**src/rtl/ps2_pkg.sv**
```systemverilog
// ============================================================================
//  Module   : ps2_pkg
//  Brief    : Shared definitions for the PS/2 keyboard subsystem: transmit
//             FSM state encoding, common host command bytes, ACK line level
//             and a small constant helper.
//  Revision : 1.0  initial release
// ============================================================================
`default_nettype none

package ps2_pkg;

    // Host-to-device transmit FSM states
    typedef enum logic [3:0] {
        ST_IDLE     = 4'd0,
        ST_INHIBIT  = 4'd1,
        ST_START    = 4'd2,
        ST_DATA     = 4'd3,
        ST_PARITY   = 4'd4,
        ST_STOP     = 4'd5,
        ST_WAIT_ACK = 4'd6,
        ST_SENT     = 4'd7,
        ST_ERROR    = 4'd8
    } ps2_tx_state_e;

    // Frequently used keyboard commands
    localparam logic [7:0] PS2_CMD_SET_LEDS     = 8'hED;
    localparam logic [7:0] PS2_CMD_ENABLE       = 8'hF4;
    localparam logic [7:0] PS2_CMD_RESET        = 8'hFF;
    localparam logic [7:0] PS2_CMD_SET_SCANCODE = 8'hF0;

    // Level the device drives on PS2_DAT to acknowledge a received byte
    localparam logic PS2_ACK_LEVEL = 1'b0;

    // Larger of two integers, used to size shared counters at elaboration
    function automatic int ps2_max(input int a, input int b);
        return (a > b) ? a : b;
    endfunction

endpackage

`default_nettype wire

```
**src/rtl/ps2_timeout_counter.sv**
```systemverilog
// ============================================================================
//  Module   : ps2_timeout_counter
//  Brief    : Clearable, enabled up-counter with a run-time terminal count.
//             Saturates at the terminal count (never wraps). o_expired is
//             high during the cycle in which the i_limit-th enabled cycle
//             since the last clear is being counted.
//  Revision : 1.0  initial release
// ============================================================================
`default_nettype none

module ps2_timeout_counter #(
    parameter int WIDTH = 20
) (
    input  logic             clk,
    input  logic             reset,
    input  logic             i_load,
    input  logic             i_enable,
    input  logic [WIDTH-1:0] i_limit,
    output logic             o_expired
);

    logic [WIDTH-1:0] r_count;
    logic             w_at_tc;

    // Terminal count reached once limit-1 cycles have already been counted
    assign w_at_tc   = (r_count >= (i_limit - WIDTH'(1)));
    assign o_expired = i_enable && w_at_tc;

    // Count enabled cycles; clear on load, hold once the terminal count is hit
    always_ff @(posedge clk) begin
        if (reset || i_load) begin
            r_count <= '0;
        end else if (i_enable && !w_at_tc) begin
            r_count <= r_count + WIDTH'(1);
        end
    end

endmodule

`default_nettype wire

```
**src/rtl/ps2_command_out.sv**
```systemverilog
// ============================================================================
//  Module   : ps2_command_out
//  Brief    : PS/2 host-to-device transmitter. Inhibits the bus, issues a
//             start bit, clocks out 8 data bits LSB first, odd parity and a
//             stop bit on device falling edges, then waits for the device
//             ACK. Open-drain lines are expressed as drive-low enables.
//  Config   : define PS2_CMD_OUT_ACK_CHECK_EN to require PS2_DAT low at the
//             ACK edge (high reports an error); otherwise any ACK edge
//             completes the transfer.
//  Revision : 1.0  initial release
// ============================================================================
`default_nettype none

module ps2_command_out
    import ps2_pkg::*;
#(
    parameter int INHIBIT_CYCLES = 6000,
    parameter int START_TIMEOUT  = 750000,
    parameter int DATA_TIMEOUT   = 100000
) (
    input  logic       clk,
    input  logic       reset,
    input  logic [7:0] the_command,
    input  logic       send_command,
    input  logic       ps2_clk_posedge,
    input  logic       ps2_clk_negedge,
    input  logic       ps2_data,
    output logic       ps2_clk_drive_low,
    output logic       ps2_data_drive_low,
    output logic       busy,
    output logic       command_was_sent,
    output logic       error_communication_timed_out
);

    localparam int c_TMR_MAX = ps2_max(ps2_max(INHIBIT_CYCLES, START_TIMEOUT), DATA_TIMEOUT);
    localparam int c_TW      = $clog2(c_TMR_MAX + 1);

    ps2_tx_state_e   r_state, w_state_nxt;
    logic [7:0]      r_shift, w_shift_nxt;
    logic            r_parity, w_parity_nxt;
    logic [3:0]      r_bit_cnt, w_bit_cnt_nxt;
    logic            r_data_low, w_data_low_nxt;

    logic            w_tmr_load;
    logic            w_tmr_en;
    logic [c_TW-1:0] w_tmr_limit;
    logic            w_tmr_expired;

    // Rising-edge pulses are wired in only because the edge detectors are
    // shared with the receive path; this transmitter times on falling edges.
    logic            w_unused_inputs;
    assign w_unused_inputs = ps2_clk_posedge ^ ps2_data;

    // One timer serves the inhibit period and both timeouts
    ps2_timeout_counter #(
        .WIDTH (c_TW)
    ) u_timer (
        .clk       (clk),
        .reset     (reset),
        .i_load    (w_tmr_load),
        .i_enable  (w_tmr_en),
        .i_limit   (w_tmr_limit),
        .o_expired (w_tmr_expired)
    );

    // State, shift register, parity, bit count and data drive registers
    always_ff @(posedge clk) begin
        if (reset) begin
            r_state    <= ST_IDLE;
            r_shift    <= '0;
            r_parity   <= 1'b0;
            r_bit_cnt  <= '0;
            r_data_low <= 1'b0;
        end else begin
            r_state    <= w_state_nxt;
            r_shift    <= w_shift_nxt;
            r_parity   <= w_parity_nxt;
            r_bit_cnt  <= w_bit_cnt_nxt;
            r_data_low <= w_data_low_nxt;
        end
    end

    // Next-state, bit sequencing and timer control
    always_comb begin
        w_state_nxt    = r_state;
        w_shift_nxt    = r_shift;
        w_parity_nxt   = r_parity;
        w_bit_cnt_nxt  = r_bit_cnt;
        w_data_low_nxt = r_data_low;
        w_tmr_load     = 1'b0;
        w_tmr_en       = 1'b0;
        w_tmr_limit    = c_TW'(DATA_TIMEOUT);

        case (r_state)
            ST_IDLE: begin
                // Keep the timer cleared so INHIBIT starts from zero
                w_tmr_load     = 1'b1;
                w_data_low_nxt = 1'b0;
                if (send_command) begin
                    w_shift_nxt   = the_command;
                    w_parity_nxt  = ~^the_command;
                    w_bit_cnt_nxt = 4'd0;
                    w_state_nxt   = ST_INHIBIT;
                end
            end

            ST_INHIBIT: begin
                w_tmr_en    = 1'b1;
                w_tmr_limit = c_TW'(INHIBIT_CYCLES);
                if (w_tmr_expired) begin
                    w_tmr_load     = 1'b1;
                    w_data_low_nxt = 1'b1;      // start bit = 0
                    w_state_nxt    = ST_START;
                end
            end

            ST_START: begin
                w_tmr_en    = 1'b1;
                w_tmr_limit = c_TW'(START_TIMEOUT);
                if (w_tmr_expired) begin
                    w_data_low_nxt = 1'b0;
                    w_state_nxt    = ST_ERROR;
                end else if (ps2_clk_negedge) begin
                    // First device edge: present bit 0 and start the data timer
                    w_tmr_load     = 1'b1;
                    w_data_low_nxt = ~r_shift[0];
                    w_shift_nxt    = {1'b0, r_shift[7:1]};
                    w_bit_cnt_nxt  = 4'd1;
                    w_state_nxt    = ST_DATA;
                end
            end

            ST_DATA, ST_PARITY, ST_STOP, ST_WAIT_ACK: begin
                w_tmr_en = 1'b1;
                // Timeout takes priority over a coincident falling edge
                if (w_tmr_expired) begin
                    w_data_low_nxt = 1'b0;
                    w_state_nxt    = ST_ERROR;
                end else if (ps2_clk_negedge) begin
                    case (r_state)
                        ST_DATA: begin
                            w_data_low_nxt = ~r_shift[0];
                            w_shift_nxt    = {1'b0, r_shift[7:1]};
                            w_bit_cnt_nxt  = r_bit_cnt + 4'd1;
                            if (r_bit_cnt == 4'd7) begin
                                w_state_nxt = ST_PARITY;
                            end
                        end
                        ST_PARITY: begin
                            w_data_low_nxt = ~r_parity;
                            w_state_nxt    = ST_STOP;
                        end
                        ST_STOP: begin
                            w_data_low_nxt = 1'b0;      // stop bit = 1 (released)
                            w_state_nxt    = ST_WAIT_ACK;
                        end
                        default: begin
`ifdef PS2_CMD_OUT_ACK_CHECK_EN
                            w_state_nxt = (ps2_data == PS2_ACK_LEVEL) ? ST_SENT : ST_ERROR;
`else
                            w_state_nxt = ST_SENT;
`endif
                        end
                    endcase
                end
            end

            ST_SENT, ST_ERROR: begin
                w_data_low_nxt = 1'b0;
                if (!send_command) begin
                    w_state_nxt = ST_IDLE;
                end
            end

            default: begin
                w_data_low_nxt = 1'b0;
                w_state_nxt    = ST_IDLE;
            end
        endcase
    end

    // Line drives and status decoded from the registered state
    assign ps2_clk_drive_low             = (r_state == ST_INHIBIT);
    assign ps2_data_drive_low            = r_data_low;
    assign busy                          = (r_state != ST_IDLE);
    assign command_was_sent              = (r_state == ST_SENT);
    assign error_communication_timed_out = (r_state == ST_ERROR);

endmodule

`default_nettype wire
```
**config.mk**
```make
export PLATFORM = sky130hd
export DESIGN_NAME = ps2_command_out
export DESIGN_NICKNAME = d
export VERILOG_FILES = /design/src/rtl/ps2_pkg.sv /design/src/rtl/ps2_timeout_counter.sv /design/src/rtl/ps2_command_out.sv
export SDC_FILE = /design/constraint.sdc
export NUM_CORES = 1
export LEC_CHECK = 0
export ABC_AREA = 1
export BUFFER_PORTS_ARGS = -buffer_cell sky130_fd_sc_hd__buf_2
export CAP_MARGIN = 10
export CORE_UTILIZATION = 55
export DETAILED_ROUTE_END_ITERATION = 6
export PLACE_DENSITY = 0.74
export SLEW_MARGIN = 20
export SYNTH_ARGS = -nofsm -noshare
export SYNTH_HDL_FRONTEND = slang
export SYNTH_SLANG_ARGS = --single-unit
```
**constraint.sdc**
```tcl
create_clock -name clk -period 8.4 [get_ports clk]
set_clock_uncertainty 0.2 [all_clocks]
set_input_delay 1.68 -clock clk [delete_from_list [all_inputs] [get_ports clk]]
set_output_delay 1.68 -clock clk [all_outputs]
set_load 0.05 [all_outputs]
```
== Yosys cells after proc, flatten, opt, wreduce, memory -nomap -nowiden ==
Index checks and enable logic that the tools add are counted.

* Register bits: 38
* Input port bits: 14
* Output and inout bits: 5

* $add $sub $neg: 3
* Order comparisons: 1
* Equal/unequal tests: 21
* Multiplexer cells: 37
* Bitwise operators: 2
* Reductions and logical operators: 15

{| class="wikitable"
|+ Operators by type and width
! cell !! count
|-
| $mux W4 || 14
|-
| $mux W8 || 6
|-
| $pmux W20 S2 || 1
|-
| $pmux W4 S3 || 2
|-
| $pmux W8 S3 || 1
|-
| $add A20 B1 Y20 const B || 1
|-
| $eq A4 B3 Y1 const B || 5
|-
| $ge A20 B20 Y1 || 1
|-
| $pmux W4 S5 || 1
|-
| $sub A20 B1 Y20 const B || 1
|-
| $ne A2 B2 Y1 const B || 7
|-
| $mux W1 || 9
|-
| $pmux W1 S3 || 3
|-
| $eq A4 B2 Y1 const B || 2
|-
| $reduce_xnor A8 Y1 || 1
|-
| $reduce_and A7 Y1 || 1
|-
| $ne A3 B2 Y1 const B || 2
|-
| $reduce_and A6 Y1 || 1
|-
| $reduce_or A6 Y1 || 1
|-
| $ne A5 B4 Y1 const B || 1
|-
| $add A4 B1 Y4 const B || 1
|-
| $eq A4 B1 Y1 const B || 1
|-
| $eq A4 B4 Y1 const B || 1
|-
| $logic_not A4 Y1 || 1
|-
| 12 further kinds || 14
|}

== Logic depth before layout (Yosys ltp) ==
Gate-level depths: netlist of the first run.

* Depth after elaboration: 8
* Gate-level depth with buffers: 20
* Depth with buffers taken out: 19

== Cells and area by module ==
From an unflattened synthesis of the first run, not the netlist that was laid out.

* Cell total of the unflattened synthesis: 550
* Area total of the unflattened synthesis: 3470.8 um^2

{| class="wikitable"
|+ By module, submodules not included
! module !! instances !! cells an instance !! area an instance (um^2) !! seq. area each (um^2)
|-
| ps2_timeout_counter || 1 || 348 || 2193.4 || 400.4
|-
| ps2_command_out || 1 || 202 || 1277.5 || 360.3
|}

== Least setup slack after synthesis of the first run ==
OpenSTA, ideal clock, no wires.

* Path type: register to output
* From: register r_state[1]
* To: output port command_was_sent
* Arrival time: 1638 ps
* Data required time: 6520 ps
* Slack: 4882 ps
* Cell stages (with the launch flop): 3
* Path buffers: 0
* Cell sequence: dfxtp_1 -> nand2_2 -> nor3_1

* Cells in the longest elaborated chain, start to end: 1

{| class="wikitable"
|+ RTL lines
! element !! RTL line !! RTL
|-
| start, declared || ps2_command_out.sv:38 || <nowiki>ps2_tx_state_e r_state, w_state_nxt;</nowiki>
|-
| start signal, assigned || ps2_command_out.sv:75 || <nowiki>r_state <= w_state_nxt;</nowiki>
|-
| $eq A4 B3 Y1 || ps2_command_out.sv:186 || <nowiki>assign command_was_sent = (r_state == ST_SENT);</nowiki>
|-
| end, declared || ps2_command_out.sv:31 || <nowiki>output logic command_was_sent,</nowiki>
|}

Every way passes these cells.

== Worst setup path after layout of the first run ==
* From: register r_state[0]
* To: register u_timer.r_count[8]

* Cells in the longest elaborated chain, start to end: 8
* Elaborated cells on any way between the ends: 19
* Those cells by class: add/sub (1); order compare (1); eq/ne (6); mux (5); reduce/logical (6)

{| class="wikitable"
|+ RTL lines
! element !! RTL line !! RTL
|-
| $eq A4 B2 Y1 or $eq A4 B1 Y1 (tied branches) || ps2_command_out.sv:94 || <nowiki>case (r_state)</nowiki>
|-
| $pmux W20 S2 || ps2_command_out.sv:94 ||
|-
| $sub A20 B1 Y20 || ps2_timeout_counter.sv:26 || <nowiki>assign w_at_tc = (r_count >= (i_limit - WIDTH'(1)));</nowiki>
|-
| $ge A20 B20 Y1 || ps2_timeout_counter.sv:26 ||
|-
| $logic_and A1 B1 Y1 || ps2_timeout_counter.sv:27 || <nowiki>assign o_expired = i_enable && w_at_tc;</nowiki>
|-
| $mux W1, on equally long branches || ps2_command_out.sv:120, ps2_command_out.sv:110 ||
|-
| $pmux W1 S3 || ps2_command_out.sv:94 ||
|-
| $logic_or A1 B1 Y1 || ps2_timeout_counter.sv:31 || <nowiki>if (reset || i_load) begin</nowiki>
|-
| end signal, assigned || ps2_timeout_counter.sv:34 || <nowiki>r_count <= r_count + WIDTH'(1);</nowiki>
|-
| end, declared || ps2_timeout_counter.sv:22 || <nowiki>logic [WIDTH-1:0] r_count;</nowiki>
|}

Several ways; a longest one is shown, not always the timed one.
A chain may end at the register's enable or synchronous reset.

==> results of run 1 <==
flip-flops by register name, indices dropped and copies added (netlist names):
| signal | cells |
|---|---|
| ps2_data_drive_low | 1 |
| r_shift | 8 |
| r_state | 4 |
| u_timer.r_count | 20 |
| r_bit_cnt | 4 |
| r_parity | 1 |
worst max-delay path by stage:
stage                                        from                         endpoint  slack, ps  cells past startpoint
after floorplan           r_state[1]$_SDFFE_PP0P_                 command_was_sent       4880                      2
final                     r_state[0]$_SDFFE_PP0P_  u_timer.r_count[8]$_SDFFE_PP0P_       4560                     17
after CTS                 r_state[0]$_SDFFE_PP0P_  u_timer.r_count[8]$_SDFFE_PP0P_       4570                     17
after global placement    r_state[0]$_SDFFE_PP0P_  u_timer.r_count[8]$_SDFFE_PP0P_       4690                     19
after global routing      r_state[0]$_SDFFE_PP0P_  u_timer.r_count[8]$_SDFFE_PP0P_       4160                     19
after detailed placement  r_state[0]$_SDFFE_PP0P_  u_timer.r_count[8]$_SDFFE_PP0P_       4610                     19
logic make-up after synthesis:
kind of cell / count (synthesis) / synth area share
AO/OA/AOI/OAI: 37 / 0.0704
XOR/XNOR: 26 / 0.0826
AND/OR/NAND/NOR: 246 / 0.385
buffers and inverters: 71 / 0.113
flip-flops: 38 / 0.276
adder cells (fa/ha/maj): 16 / 0.0726
synth_stat cells (2+ instances only):
cell	n
nand4_1	7
o21ai_0	10
nor3_1	7
xor2_1	18
buf_6	4
xnor2_1	8
nor2_4	3
nand2_1	132
nand3_1	19
nand2_4	3
nor2_1	64
ha_1	16
nand2_2	5
o21ai_1	9
dfxtp_1	38
inv_1	58
inv_2	2
a21oi_1	15
buf_2	2
through the flow:
stage                     power [mW]  hold WS (ps)
after global placement         0.574           249
after CTS                      0.741           266
after floorplan                0.532           239
after global routing           0.798           296
after detailed placement       0.583           255
final                          0.734           264
layout make-up:
type / count / area (sq um)
clock buffers: 5 / 68.8
clock inverters: 3 / 40.0
fillers: 483 / 1820
inverters: 63 / 245
multi-input cells: 325 / 1680
flip-flops and latches: 38 / 761
well taps: 67 / 83.8
repair buffers: 17 / 87.6
power groups by stage:
| stage | clock (mW) | sequential, mW | combinational [mW] |
|---|---|---|---|
| 2_1_floorplan | 0 | 0.229 | 0.303 |
| 3_3_place_gp | 0 | 0.225 | 0.349 |
| 3_5_place_dp | 0 | 0.226 | 0.358 |
| 4_1_cts | 0.160 | 0.221 | 0.360 |
| 5_1_grt | 0.167 | 0.226 | 0.405 |
| 6_report | 0.156 | 0.222 | 0.356 |
layer usage:
| metal | share of wire | up-vias |
|---|---|---|
| met3 | 0.041 | 4 |
| met4 | 0.0077 | 0 |
| met2 | 0.44 | 40 |
| li1 | - | 1384 |
| met5 | 0 | - |
| met1 | 0.51 | 1131 |
critical path, cell delays in order, from the launching register on:
cell     delay [ps]
dfxtp_1         430
inv_1           120
nand3_1         310
inv_2           160
nor2_4          210
inv_1           110
ha_1            300
a21oi_1         170
nand2_1          90
nand2_1          90
nand3_1          70
nor2_1          580
nand2_4         300
inv_4           260
nand2_1          90
xor2_1          140
inv_1            50
nor2_1           30
==> out/summary.txt, run 1 <==
diode count = 0
Pre-antenna DRT Iters = 4
Worst-path clk slew = 80 ps
post-synth top area cell = dfxtp_1
final WL = 5.84 mm
Synth top area share = 0.276
top post-synthesis cells by area = dfxtp_1, nand2_1, nor2_1, inv_1, ha_1
crit-path max FO = 19
share of cells above drive strength 1 = 0.0976
Vias/cell = 4.94
# Post-CTS Setup Buffers = 0
GR Overflow Total = 0
reg2reg setup slack = 4560 ps
# DRC = 0
max_cap viols = 0
initial DRC count = 154
worst hold path class = register to register
relative slew slack = 0.491
vias in the first global route = 2232
Psw = 343 uW
crit path time final = 3840 ps
setup ws final = 4560 ps
Yosys reg bits = 38
GRT met2 Usage = 0.376
sequential fraction of the synthesis area = 0.276
Worst setup EP type = register
DR vias = 2559
most frequent cells in the layout = nand2_1, nor2_1, inv_1, dfxtp_1, nand3_1
Post-Syn Area = 0.00276 sq mm
required time of the worst setup path = 8390 ps
gpl congestion = 0.837
largest net degree at the start of global routing = 21
Switching Fraction = 0.468
Final Non-Filler Cells = 518
final core utilization = 0.621
met1 usage = 0.353
setup TNS = 0 ps
Post-synth EDFFs = 0
initial core utilization = 0.576
cts hold-fix bufs = 0
WHS Path Cells = 2
leak pwr = 1.36 nW
RSZ-0062 raised after global routing = no
Slew @ Worst Pin = 760 ps
Int Pwr = 391 uW
Root Driver = clkbuf_8
dpl cells = 510
Post-CTS Resized = 0
first-pass GRT wire length = 10.1 mm
Die X-Extent = 72.8 um
clock sink total = 38
cell area after layout = 0.00297 sq mm
Top FF cell, synth = dfxtp_1
final setup vio count = 0
Antenna Nets Post-Route = 0
Tcrit/Tclk final = 0.457
R2R Path Start = r_state[0]$_SDFFE_PP0P_
Clk pwr share = 0.213
status = finished clean
cells on worst reg2reg path = 17
post-DP HPWL = 4.35 mm
hold path startpoint = ps2_data_drive_low$_SDFFE_PP0P_
Min-Delay Endpoint = ps2_data_drive_low$_SDFFE_PP0P_
most common cell after layout, fill and taps aside = nand2_1
Clock Latency Late Sink = 290 ps
maximum vdd drop = 0.000122 V
I/O Buffers = 16
htree depth = 2
initial antenna violation count = 0
YS warnings = 0
CP Launch Type = register
area grow syn2layout = 7.76%
CTS tree = done
critical path type = register to register
Fin. Hold Viols = 0
total CTS buffers = 5
Nets = 480
Worst R2R End = u_timer.r_count[8]$_SDFFE_PP0P_
met3 usage = 0.0345
die area = 0.00530 sq mm
I/O Pins = 19
Total Routing Usage GR = 0.245
most used routing layer = met2
Max Freq = 0.261 GHz
Slew Viols, Final = 0
asr flop ratio synth = 0
cells after synthesis = 434
Reg power frac = 0.302
num rows = 25
Synth cell types = 33
cell area power density = 247 mW/mm^2
placed cell areas = 0.00286 sq mm
worst-case clock buffer depth = 2
pre-CTS WS = 4610 ps
core area = 0.00479 sq mm
syn_area_per_cell = 6.35 sq um
worst path arrival time = 3820 ps
Die Y = 72.8 um
DR WL/cell = 11.3 um
Post-Syn Nets = 464
combinational share of power = 0.485
No activity file was read; power rests on OpenSTA's default activity.
==> run 2: changes to the inputs <==
ABC_AREA = 0   (was 1)
CORE_UTILIZATION = 54   (was 55)
PLACE_DENSITY = 0.76   (was 0.74)
clock period = 3.2 ns   (was 8.4 ns; I/O delays follow)
==> run 2 against run 1 <==
  * Setup slack worse by 4500 ps
  * Sequential power grew to 2.6 times the previous value
  * Total power grew to 2.6 times the previous value
  * Final cell count is 28% lower
  * Non-clock buffer count is 17 higher
  * Cell area is 6.4% lower
  * Global-route usage is 0.64 points lower
  * Via count is 18% lower
  * Count of clock-buffer cells in the layout is 1 higher
  * Register-to-register slack worse by 4500 ps
  * Critical endpoint is now r_bit_cnt[2]$_SDFFE_PP0P_
==> out/summary.txt, run 2 <==
Post-Syn Area = 0.00242 sq mm
synth cell count leaders = nor2_1, dfxtp_1, xnor2_1, nand2_1
largest family of logic cells by synthesized area = simple AND/OR/NAND/NOR gates
share of cells above drive strength 1 = 0.185
post-DP HPWL = 3.72 mm
Synth top area share = 0.314
Total Routing Usage GR = 0.239
Worst-path clk slew = 80 ps
CP Cell Sequence = nand2b_1 > or3_4 > nand2_2 > inv_1 > ha_1 > a21o_1 > a211o_1 > a22oi_4 > nand3b_4 > or4_4 > nor3b_2 > a31o_1
Die X-Extent = 69.0 um
DR vias = 2106
gpl congestion = 0.852
post-synthesis compound-gate area fraction = 0.156
cts hold-fix bufs = 0
crit path time final = 3100 ps
worst hold path class = register to register
mux share of post-synthesis cell area = 0.0413
GR Overflow Total = 0
buffer and inverter count on the worst path = 1
most common cell after layout, fill and taps aside = nor2_1
die area = 0.00476 sq mm
Slew @ Worst Pin = 585 ps
initial antenna violation count = 0
Fin. Hold Viols = 0
Top FF cell, synth = dfxtp_1
core area = 0.00414 sq mm
required time of the worst setup path = 3250 ps
Nets = 353
Post-Synth Simple-Gate Area = 0.264
Post-synth EDFFs = 0
worst-case clock buffer depth = 2
I/O Buffers = 16
initial DRC count = 107
most frequent cells in the layout = nor2_1, dfxtp_1, xnor2_1, nand2_1
syn_area_per_cell = 8.16 sq um
initial core utilization = 0.585
# DRC = 0
Worst path top cell family by delay = simple AND/OR/NAND/NOR gates
max_cap viols = 0
top post-synthesis cells by area = dfxtp_1, xnor2_1, ha_1, nor2_1, mux2i_1
final WL = 5.09 mm
htree depth = 2
Clock Latency Late Sink = 300 ps
status = finished clean
Post-Syn Nets = 327
maximum vdd drop = 0.000548 V
synthesized-area fraction occupied by adder cells = 0.0826
first-pass GRT wire length = 8.43 mm
crit-path max FO = 5
post-synth top area cell = dfxtp_1
Max Freq = 0.323 GHz
Tcrit/Tclk final = 0.968
sequential fraction of the synthesis area = 0.314
CTS tree = done
Worst setup EP type = register
relative slew slack = 0.607
CP Launch Type = register
clock sink total = 38
max reg flops = 20
Post-Synth XOR/XNOR Area = 0.0940
area grow syn2layout = 14.7%
num rows = 23
WHS = 285 ps
worst path arrival time = 3150 ps
YS warnings = 0
asr flop ratio synth = 0
DR WL/cell = 13.6 um
I/O Pins = 19
total CTS buffers = 5
critical path type = register to register
Die Y = 69.0 um
Vias/cell = 5.63
largest net degree at the start of global routing = 21
max incr delay on CP = 540 ps
Pre-antenna DRT Iters = 4
cells after synthesis = 297
vias in the first global route = 1805
Regs by FF count = u_timer.r_count (20), r_shift (8)
top-count cell post-synth = nor2_1
RSZ-0062 raised after global routing = no
Yosys reg bits = 38
diode count = 0
cell area power density = 681 mW/mm^2
CP max stage cell = or4_4
Slew Viols, Final = 0
Root Driver = clkbuf_8
Antenna Nets Post-Route = 0
final setup vio count = 0
Synth cell types = 50
setup TNS = 0 ps
most flop-heavy register = u_timer.r_count
leak pwr = 1.14 nW
[run 2: report_power, final]
| part | switching [mW] | internal [mW] | leakage (nW) |
|---|---|---|---|
| registers | 0.0468 | 0.542 | 0.309 |
| logic | 0.581 | 0.367 | 0.781 |
| clock network | 0.182 | 0.173 | 0.0472 |
| total | 0.809 | 1.08 | 1.14 |
[run 2: timing repair]
item	4_1_cts	5_1_grt
resized for setup	0	10
setup endpoints to repair	0	27
buffers inserted	0	0
[run 2: final cells by class]
| class | instances | area (sq um) |
|---|---|---|
| Sequential cell | 38 | 762 |
| Fill cell | 369 | 1370 |
| Multi-Input combinational cell | 233 | 1600 |
| Clock inverter | 2 | 12.5 |
| Inverter | 11 | 41.3 |
| Timing Repair Buffer | 34 | 223 |
| Clock buffer | 6 | 82.6 |
| Tap cell | 50 | 62.6 |
[run 2: cell families after synthesis]
group           Yosys count
simple gates            125
compound gates           56
flops                    38
xor+xnor                 26
buf+inv                  26
fa+ha+maj                16
mux                      10
[run 2: routing by layer]
layer | share of wire | GRT usage
met1 | 0.51 | 0.343
met2 | 0.43 | 0.347
met3 | 0.043 | 0.0444
met4 | 0.015 | 0.0918
met5 | 0 | 0
[run 2: path summary, 6_finish.rpt]
path,startpoint,endpoint,slack (ps),cells past startpoint
worst min register to register,r_bit_cnt[3]$_SDFFE_PP0P_,r_bit_cnt[3]$_SDFFE_PP0P_,280,1
worst max-delay path,r_state[3]$_SDFFE_PP0P_,r_bit_cnt[2]$_SDFFE_PP0P_,100,12
worst min-delay path,r_bit_cnt[3]$_SDFFE_PP0P_,r_bit_cnt[3]$_SDFFE_PP0P_,280,1
worst max register to register,r_state[3]$_SDFFE_PP0P_,r_bit_cnt[2]$_SDFFE_PP0P_,100,12
[run 2: stage by stage]
stage / area [sq um] / utilization / setup slack, ps / power (mW) / std cells
4_1_cts: 2730 / 0.658 / 47.4 / 1.85 / 374
6_report: 2780 / 0.671 / 103 / 1.89 / 374
3_3_place_gp: 2630 / 0.635 / 108 / 1.48 / 366
2_1_floorplan: 2430 / - / 8.98 / 1.26 / 297
5_1_grt: 2780 / 0.671 / 4.72 / 2.03 / 374
3_5_place_dp: 2630 / 0.635 / 79.7 / 1.50 / 366
==> run 3: changes to the inputs <==
CORE_ASPECT_RATIO = 0.6   (was not set)
clock period = 2.7 ns   (was 3.2 ns; I/O delays follow)
==> run 3 against run 2 <==
  * Utilization is 12 points higher
  * Global-route usage up 5.4 points
  * The flow now finishes with violations (negative setup slack)
  * Via count rose by 28%
  * Sequential power increased by 21%
  * Largest cell class unchanged
  * Clock power grew 19%
  * Setup slack got worse by 540 ps
  * Final cell count rose by 7.5%
  * Count of clock-buffer cells in the layout increased by 1
  * Total power grew 52%
  * Hold slack gained 10 ps
  * Critical endpoint is now r_state[1]$_SDFFE_PP0P_
  * Non-clock buffer count grew 18
  * Die area grew 0.17%
==> out/summary.txt, run 3 (synthesized netlist as in run 2, its figures left out) <==
worst-case clock buffer depth = 2
num rows = 18
critical path type = register to register
post-DP HPWL = 4.38 mm
most frequent cells in the layout = nor2_1, dfxtp_1, xnor2_1, nand2_1, buf_4
placed cell areas = 0.00274 sq mm
# DRC = 0
worst path arrival time = 3150 ps
reg2reg setup slack = -440 ps
max incr delay on CP = 410 ps
gpl congestion = 0.885
max reg flops = 20
critical path endpoint = r_state[1]$_SDFFE_PP0P_
Die X-Extent = 88.5 um
status = finished, violations left
Tcrit/Tclk final = 1.16
Worst setup startpoint = r_state[3]$_SDFFE_PP0P_
I/O Buffers = 16
CP max stage cell = or3_4
dpl cells = 380
Filler cells = 240
Worst-path clk slew = 80 ps
clock sink total = 38
relative slew slack = 0.618
final setup vio count = 37
FF/Latch Area = 764 sq um
Fin. Hold Viols = 0
most common cell after layout, fill and taps aside = nor2_1
Total Routing Usage GR = 0.293
R2R Path Start = r_state[3]$_SDFFE_PP0P_
required time of the worst setup path = 2710 ps
worst hold path class = register to register
DR vias = 2706
failing checks = negative setup slack
htree depth = 2
max_cap viols = 0
Antenna Nets Post-Route = 0
DR WL/cell = 21.3 um
cell area power density = 857 mW/mm^2
setup ws final = -437 ps
most flop-heavy register = u_timer.r_count
Pre-antenna DRT Iters = 7
leak pwr = 1.30 nW
area grow syn2layout = 38.1%
Root Driver = clkbuf_8
share of cells above drive strength 1 = 0.354
multi-input logic area = 0.00192 sq mm
cell area after layout = 0.00335 sq mm
maximum vdd drop = 0.000438 V
cells on worst reg2reg path = 13
Final Non-Filler Cells = 402
WHS = 295 ps
Worst R2R End = r_state[1]$_SDFFE_PP0P_
CP Cell Sequence = nand2b_4 > or3_4 > buf_6 > ha_4 > nand4_1 > o21ai_2 > o31ai_4 > buf_6 > buf_4 > nand2_1 > a2111oi_1 > a21oi_1 > a21oi_1
crit path time final = 3140 ps
initial core utilization = 0.575
crit-path max FO = 4
Slew @ Worst Pin = 569 ps
I/O Pins = 19
CTS tree = done
vias in the first global route = 2026
diode count = 0
Regs by FF count = u_timer.r_count (20), r_shift (8)
largest net degree at the start of global routing = 21
Max Freq = 0.319 GHz
RSZ-0062 raised after global routing = yes
setup TNS = -12360 ps
core area = 0.00421 sq mm
Die Y = 53.9 um
Slew Viols, Final = 0
GR Overflow Total = 0
initial DRC count = 370
Vias/cell = 6.73
total CTS buffers = 5
CP Launch Type = register
final WL = 8.54 mm
Worst setup EP type = register
Pwr Total = 2.87 mW
initial antenna violation count = 0
Clock Latency Late Sink = 300 ps
first-pass GRT wire length = 10.1 mm
Nets = 371
die area = 0.00477 sq mm
==> run 3: cell count changes in the layout (fill, tap and decap cells not counted), moves of 5 or more <==
cell and delta:
a211oi_1 -5, a211oi_2 +5, buf_6 +9, ha_1 -7, ha_4 +7, nor3_1 -9
nor3_2 +6, o21ai_0 -5
==> run 3: cell type report <==
| class | instances | share of cell area |
|---|---|---|
| well taps | 60 | 0.0224 |
| inverters | 11 | 0.0153 |
| repair buffers | 52 | 0.134 |
| clock inverters | 1 | 0.00150 |
| multi-input cells | 233 | 0.572 |
| clock buffers | 7 | 0.0258 |
| flip-flops and latches | 38 | 0.228 |
==> run 3: worst min-delay path by stage <==
| stage | cells past startpoint | to | start |
|---|---|---|---|
| final | 2 | r_shift[7]$_SDFFE_PP0P_ | r_shift[7]$_SDFFE_PP0P_ |
| after global routing | 2 | r_shift[7]$_SDFFE_PP0P_ | r_shift[7]$_SDFFE_PP0P_ |
| after CTS | 2 | r_bit_cnt[1]$_SDFFE_PP0P_ | r_bit_cnt[1]$_SDFFE_PP0P_ |
| after detailed placement | 1 | r_bit_cnt[3]$_SDFFE_PP0P_ | r_bit_cnt[3]$_SDFFE_PP0P_ |
| after global placement | 1 | r_bit_cnt[3]$_SDFFE_PP0P_ | r_bit_cnt[3]$_SDFFE_PP0P_ |
| after floorplan | 1 | r_bit_cnt[3]$_SDFFE_PP0P_ | r_bit_cnt[3]$_SDFFE_PP0P_ |
==> run 3: stage by stage <==
step           setup slack (ps)  utilization
4_1_cts                    -282        0.732
5_1_grt                    -486        0.795
2_1_floorplan              -217            -
3_3_place_gp               -291        0.652
3_5_place_dp               -353        0.652
6_report                   -437        0.795
==> run 3: routing by layer <==
layer  routed length (um)  track usage
met4                  636       0.0995
met5                    0            0
met3                 1080       0.0982
met1                 3340        0.413
met2                 3500        0.415
==> run 3: worst max-delay path: cells and delay by family (launching register included) <==
family | cells | cell delay [ps]
fa+ha+maj | 1 | 260
buf+inv | 3 | 430
flops | 1 | 340
simple gates | 4 | 780
compound gates | 5 | 1040
==> run 3: timing repair <==
action	4_1_cts	5_1_grt
pin swaps	11	34
gates resized for setup	38	43
endpoints found under the hold margin	0	0
cloned	0	2
endpoints found under the setup margin	37	37
hold buffers	0	0
setup buffers	7	5
==> run 3: where the power goes <==
group	switching, mW	internal [mW]
Combinational	1.03	0.704
Sequential	0.0667	0.645
Clock	0.218	0.206
